### src/rtl/nexus_work_dispatcher.sv
// Host-side bridge for one NexusHashTransform: loads work packet + start nonce from a byte
// stream, sequences the hasher reset, and streams found nonces back out as bytes.
module nexus_work_dispatcher #(
  parameter int PKT_BITS   = 1728,
  parameter int NONCE_BITS = 64,
  parameter int FIFO_DEPTH = 4,
  parameter int RST_CYCLES = 4
) (
  input  logic                  clk,
  input  logic                  rst,
  input  logic [7:0]            rx_data,
  input  logic                  rx_valid,
  output logic                  rx_ready,
  output logic [PKT_BITS-1:0]   work_pkt,
  output logic [NONCE_BITS-1:0] in_nonce,
  output logic                  n_hash_rst,
  input  logic [NONCE_BITS-1:0] nonce_in,
  input  logic                  nonce_found,
  output logic [7:0]            tx_data,
  output logic                  tx_valid,
  input  logic                  tx_ready,
  output logic                  overflow
);

  localparam int FRAME_BITS  = PKT_BITS + NONCE_BITS;
  localparam int FRAME_BYTES = FRAME_BITS / 8;
  localparam int CNT_W       = $clog2(FRAME_BYTES);
  localparam int HOLD_W      = (RST_CYCLES > 1) ? $clog2(RST_CYCLES) : 1;
  localparam int PTR_W       = $clog2(FIFO_DEPTH);
  localparam int TX_BYTES    = NONCE_BITS / 8;
  localparam int TXC_W       = (TX_BYTES > 1) ? $clog2(TX_BYTES) : 1;

  typedef enum logic [1:0] {ST_IDLE, ST_HOLD, ST_RUN} state_e;

  // ---------------- frame loader ----------------
  logic [CNT_W-1:0]      rx_cnt_q;
  logic [FRAME_BITS-1:0] shadow_q;
  logic                  commit_q;
  logic                  rx_fire, rx_last;

  assign rx_ready = ~rst;
  assign rx_fire  = rx_valid & rx_ready;
  assign rx_last  = (rx_cnt_q == CNT_W'(FRAME_BYTES - 1));

  always_ff @(posedge clk) begin
    // NOTE: sequential state uses non-blocking assignments so every register samples pre-edge values.
    if (rst) begin
      rx_cnt_q <= '0;
      commit_q <= 1'b0;
    end else begin
      commit_q <= rx_fire & rx_last;
      if (rx_fire) rx_cnt_q <= rx_last ? '0 : rx_cnt_q + CNT_W'(1);
    end
  end

  // NOTE: no reset on the shadow or FIFO storage; a complete frame / a push always overwrites
  // what is later read, and the counters/pointers that qualify them are reset.
  always_ff @(posedge clk) begin
    if (rx_fire) shadow_q <= {shadow_q[FRAME_BITS-9:0], rx_data};
  end

  // ---------------- hasher reset sequencer ----------------
  state_e                state_q, state_d;
  logic [HOLD_W-1:0]     hold_q, hold_d;
  logic                  n_hash_rst_q;
  logic [PKT_BITS-1:0]   work_pkt_q;
  logic [NONCE_BITS-1:0] in_nonce_q;

  always_comb begin
    // NOTE: defaults first so every path assigns every output and no latch is inferred.
    state_d = state_q;
    hold_d  = hold_q;
    case (state_q)
      ST_HOLD: begin
        if (hold_q == '0) state_d = ST_RUN;
        else              hold_d  = hold_q - HOLD_W'(1);
      end
      default: ;
    endcase
    // A new packet always (re)starts the hold window, whatever the current state.
    if (commit_q) begin
      state_d = ST_HOLD;
      hold_d  = HOLD_W'(RST_CYCLES - 1);
    end
  end

  always_ff @(posedge clk) begin
    if (rst) begin
      state_q      <= ST_IDLE;
      hold_q       <= '0;
      n_hash_rst_q <= 1'b0;
      work_pkt_q   <= '0;
      in_nonce_q   <= '0;
    end else begin
      state_q      <= state_d;
      hold_q       <= hold_d;
      n_hash_rst_q <= (state_d == ST_RUN);
      if (commit_q) {work_pkt_q, in_nonce_q} <= shadow_q;
    end
  end

  assign work_pkt   = work_pkt_q;
  assign in_nonce   = in_nonce_q;
  assign n_hash_rst = n_hash_rst_q;

  // ---------------- found-nonce FIFO ----------------
  logic [NONCE_BITS-1:0] fifo_mem_q [FIFO_DEPTH];
  logic [PTR_W:0]        wr_ptr_q, rd_ptr_q;
  logic                  overflow_q;
  logic                  fifo_empty, fifo_full, capture, push, tx_release;

  assign fifo_empty = (wr_ptr_q == rd_ptr_q);
  assign fifo_full  = (wr_ptr_q[PTR_W] != rd_ptr_q[PTR_W]) &&
                      (wr_ptr_q[PTR_W-1:0] == rd_ptr_q[PTR_W-1:0]);
  // Stale results from before/during the hasher reset are never queued.
  assign capture    = nonce_found && (state_q == ST_RUN);
  assign push       = capture && (!fifo_full || tx_release);

  always_ff @(posedge clk) begin
    if (push) fifo_mem_q[wr_ptr_q[PTR_W-1:0]] <= nonce_in;
  end

  always_ff @(posedge clk) begin
    if (rst) begin
      wr_ptr_q   <= '0;
      rd_ptr_q   <= '0;
      overflow_q <= 1'b0;
    end else begin
      if (push)       wr_ptr_q <= wr_ptr_q + (PTR_W+1)'(1);
      if (tx_release) rd_ptr_q <= rd_ptr_q + (PTR_W+1)'(1);
      if (capture && fifo_full && !tx_release) overflow_q <= 1'b1;
    end
  end

  assign overflow = overflow_q;

  // ---------------- byte transmitter ----------------
  // The entry being sent keeps its FIFO slot until its last byte is accepted.
  logic [NONCE_BITS-1:0] tx_shift_q;
  logic [TXC_W-1:0]      tx_cnt_q;
  logic                  tx_valid_q;

  assign tx_release = tx_valid_q && tx_ready && (tx_cnt_q == TXC_W'(TX_BYTES - 1));

  always_ff @(posedge clk) begin
    if (rst) begin
      tx_shift_q <= '0;
      tx_cnt_q   <= '0;
      tx_valid_q <= 1'b0;
    end else if (!tx_valid_q) begin
      if (!fifo_empty) begin
        tx_shift_q <= fifo_mem_q[rd_ptr_q[PTR_W-1:0]];
        tx_cnt_q   <= '0;
        tx_valid_q <= 1'b1;
      end
    end else if (tx_ready) begin
      tx_shift_q <= tx_shift_q << 8;
      if (tx_release) begin
        tx_cnt_q   <= '0;
        tx_valid_q <= 1'b0;
      end else begin
        tx_cnt_q   <= tx_cnt_q + TXC_W'(1);
      end
    end
  end

  assign tx_data  = tx_shift_q[NONCE_BITS-1 -: 8];
  assign tx_valid = tx_valid_q;

endmodule

### config.mk
export PLATFORM = sky130hd
export DESIGN_NAME = nexus_work_dispatcher
export DESIGN_NICKNAME = d
export VERILOG_FILES = /design/src/rtl/nexus_work_dispatcher.sv
export SDC_FILE = /design/constraint.sdc
export NUM_CORES = 2
export LEC_CHECK = 0
export BUFFER_PORTS_ARGS = -buffer_cell sky130_fd_sc_hd__buf_2
export CAP_MARGIN = 25
export CORE_AREA = 2 2 740 742
export CTS_CLUSTER_SIZE = 28
export DETAILED_ROUTE_END_ITERATION = 12
export DIE_AREA = 0 0 742 744
export MAX_ROUTING_LAYER = met4
export PLACE_DENSITY = 0.52
export SYNTH_ARGS = -nofsm -noshare
export SYNTH_HDL_FRONTEND = slang
export SYNTH_SLANG_ARGS = --single-unit
export TNS_END_PERCENT = 30
### constraint.sdc
create_clock -name clk -period 153.6 [get_ports clk]
set_input_delay 7.68 -clock clk [delete_from_list [all_inputs] [get_ports clk]]
set_output_delay 7.68 -clock clk [all_outputs]
set_load 0.005 [all_outputs]
==> results.json <==
{
  "fin_crit_ns": 15.98,
  "post_cts.repair.setup_buffers": 0,
  "grt_util_all_layers_pct": 13.9,
  "met1_usage_pct": 16.2,
  "hold_violations": 0,
  "maxCapViolations": 0,
  "ant_nets": 0,
  "cts_tree": "yes",
  "required_ns": 145.92,
  "yosys.area_share.simple_pct": 5.65,
  "fin_total_pwr_mw": 2.17,
  "synthXorXnorAreaFrac_pct": 0.101,
  "drc": 0,
  "final_area_mm2": 0.161,
  "synthMuxAreaShare_pct": 15.4,
  "fmax_mhz": 62.6,
  "grt_pass1_wl_um": 541000,
  "synth_seq_cells": 3931,
  "synth_top_family_by_area": "multiplexers",
  "setup_viol": 0,
  "grt_pass1_vias": 68500,
  "die_w_um": 742,
  "start_util_pct": 23.8,
  "grt-busiest-layer": "met2",
  "critPathKind": "in -> out",
  "critical_path.max_stage_delay_ns": 0.26,
  "status": "completed",
  "worst_pin_slew_ns": 1.34,
  "core_mm2": 0.544,
  "gr-total-overflow": 0,
  "peakVddDrop_mv": 0.0102,
  "rows": 271,
  "slew_headroom_pct": 11.0,
  "vias": 72200,
  "synth_fp_nets": 8410,
  "drive_gt1_share_pct": 25.6,
  "avgRoutedWirePerCell_um": 22.2,
  "cts-resized-gates": 0,
  "die_area_mm2": 0.552,
  "cts-htree-levels": 5,
  "ctsRootBufferMaster": "clkbuf_16",
  "routed_wl_um": 398000,
  "clk_latency_ns": 1.03,
  "io_pins": 1881,
  "cts_hold_buf": 0,
  "ys_async_sr_fraction_pct": 0,
  "die_y_um": 744,
  "ys_seq_area_share_pct": 76.6,
  "syn-instance-count": 8324,
  "syn-mean-instance-area_um2": 15.6,
  "cts_made_buffers": 410,
  "crit_family": "buffers and inverters",
  "drt_pass1_iterations": 5,
  "endpoint_kind": "primary output",
  "layout.nets": 10400,
  "yosys_warnings": 0,
  "synth_fa_ha_area_share_pct": 0.0870,
  "cpMaxStageDelayCell": "buf_12",
  "synth_compound_area_share_pct": 0.464,
  "hpwl_um": 283000,
  "place_area_mm2": 0.147,
  "avgViaCountPerCell": 4.03,
  "post-route-period-util_pct": 10.4,
  "worstPathArrival_ns": 8.31,
  "power.density_mw_per_mm2": 13.5,
  "holdWs_ns": 0.363,
  "drv_slew": 0,
  "io_buffer_count": 1880,
  "clk_path_buf_depth": 4,
  "final_common_cell": "edfxtp_1",
  "tns_ns": 0,
  "syn_area_mm2": 0.129,
  "synth_edf_count": 2048,
  "antenna_found_initial": 67,
  "yosysUniqueCellTypes": 45,
  "cts_sinks": 3931,
  "finalClockSkew_ns": 0.109,
  "path_cells": "buf_12 > inv_1 > buf_2",
  "grt.met2_usage_pct": 22.3,
  "mostFrequentLayoutCells": "edfxtp_1, dfxtp_1, buf_2, mux2i_1, nor2_1",
  "grt_util_met3_pct": 5.63,
  "fillers": 54900,
  "area_delta_synth_final_pct": 24.1,
  "drt_iter0_drc": 5155,
  "cts.clk_slew.worst_paths_ns": 0.06,
  "p_leak_nw": 58.1,
  "regArea_mm2": 0.0992,
  "start_kind": "primary input",
  "synthFlopType": "edfxtp_1",
  "rsz0062_at_grt": "false",
  "crit_fanout": 63,
  "grt_max_degree": 190,
  "hold_path.class": "reg -> reg",
  "multi_input_area_mm2": 0.0282,
  "gp_congestion": 0.833,
  "worst-path-buf-inv": 3
}
[routing by layer]
metal	routed length, µm	share of wire (%)	up-vias
met5	0	0	-
met4	11100	2.8	0
met3	38500	9.7	491
met2	187000	47	2094
met1	161000	40	36100
li1	-	-	33500
[cell usage after synthesis (2+ instances only)]
cell / count / area share, %
ha_1: 9 / 0.087
nor2b_1: 3 / 0.015
o21ai_2: 47 / 0.32
or2_1: 2 / 0.0097
buf_12: 2 / 0.031
and2_1: 3 / 0.015
buf_4: 9 / 0.052
or3b_2: 2 / 0.014
nand2b_1: 2 / 0.0097
inv_1: 13 / 0.038
xnor2_1: 7 / 0.047
a21oi_1: 4 / 0.015
mux2i_1: 1851 / 14
buf_6: 6 / 0.052
nand4_1: 2 / 0.0097
mux2_2: 2 / 0.017
and3_1: 2 / 0.0097
nand2_1: 73 / 0.21
nor2_1: 1819 / 5.3
nor3_1: 5 / 0.019
o21ai_0: 11 / 0.043
dfxtp_1: 1883 / 29
a32oi_1: 2 / 0.014
o21ai_1: 6 / 0.023
and4b_1: 2 / 0.015
edfxtp_1: 2048 / 48
buf_8: 3 / 0.035
mux4_2: 64 / 1.1
clkbuf_1: 188 / 0.55
xor2_1: 6 / 0.041
buf_2: 195 / 0.75
buf_1: 40 / 0.12
[report_power, final]
group / total [mW] / internal [mW] / switching (mW)
Combinational: 0.0229 / 0.00278 / 0.0201
Clock: 1.00 / 0.576 / 0.427
Sequential: 1.14 / 1.12 / 0.0154
[metrics by stage]
stage / setup slack (ns) / instances / utilization, %
finish: 137.62 / 17900 / 29.6
global route: 137.56 / 17900 / 29.5
CTS: 137.58 / 17900 / 29.5
detailed placement: 137.57 / 17100 / 27.0
global placement: 137.59 / 17100 / 27.0
floorplan: 63.62 / 8324 / -
[cell type report]
type                       instances  share of cell area [%]
clock inverter                   145                    1.07
antenna                           52                  0.0810
clock buffer                     620                    7.44
tap                             7234                    5.63
inverter                          13                  0.0304
sequential                      3931                    61.8
timing repair buffer            1976                    6.44
multi-input combinational       3936                    17.5
[cells by family (layout without fill, tap and decap cells)]
kind of cell,count (synthesis),after routing
other,0,52
xor gates and xnor gates,14,14
adders and majority gates,9,9
DFF,3931,3931
muxes,1917,1917
buffers and inverters,457,2754
and+or+nand+nor,1921,1921
AOI/OAI and AO/OA,75,75
[registers in the layout (all words and copies together) (netlist names), 8 cells and up, named ones only]
signal and count:
fifo_mem_q 256, in_nonce 64, tx_shift_q 64, rx_cnt_q 8, shadow_q 1792, work_pkt 1728
[path summary, 6_finish.rpt]
kind                            from                    endpoint  slack, ns  depth (start not counted)
min reg2reg  shadow_q[291]$_DFFE_PP_     shadow_q[299]$_DFFE_PP_       0.36                          0
min          shadow_q[291]$_DFFE_PP_     shadow_q[299]$_DFFE_PP_       0.36                          0
max                              rst                    rx_ready     137.62                          3
max reg2reg      commit_q$_SDFF_PP0_  work_pkt[753]$_SDFFE_PP0P_     146.37                          9
Note: power is estimated with default switching activity, not from simulation.
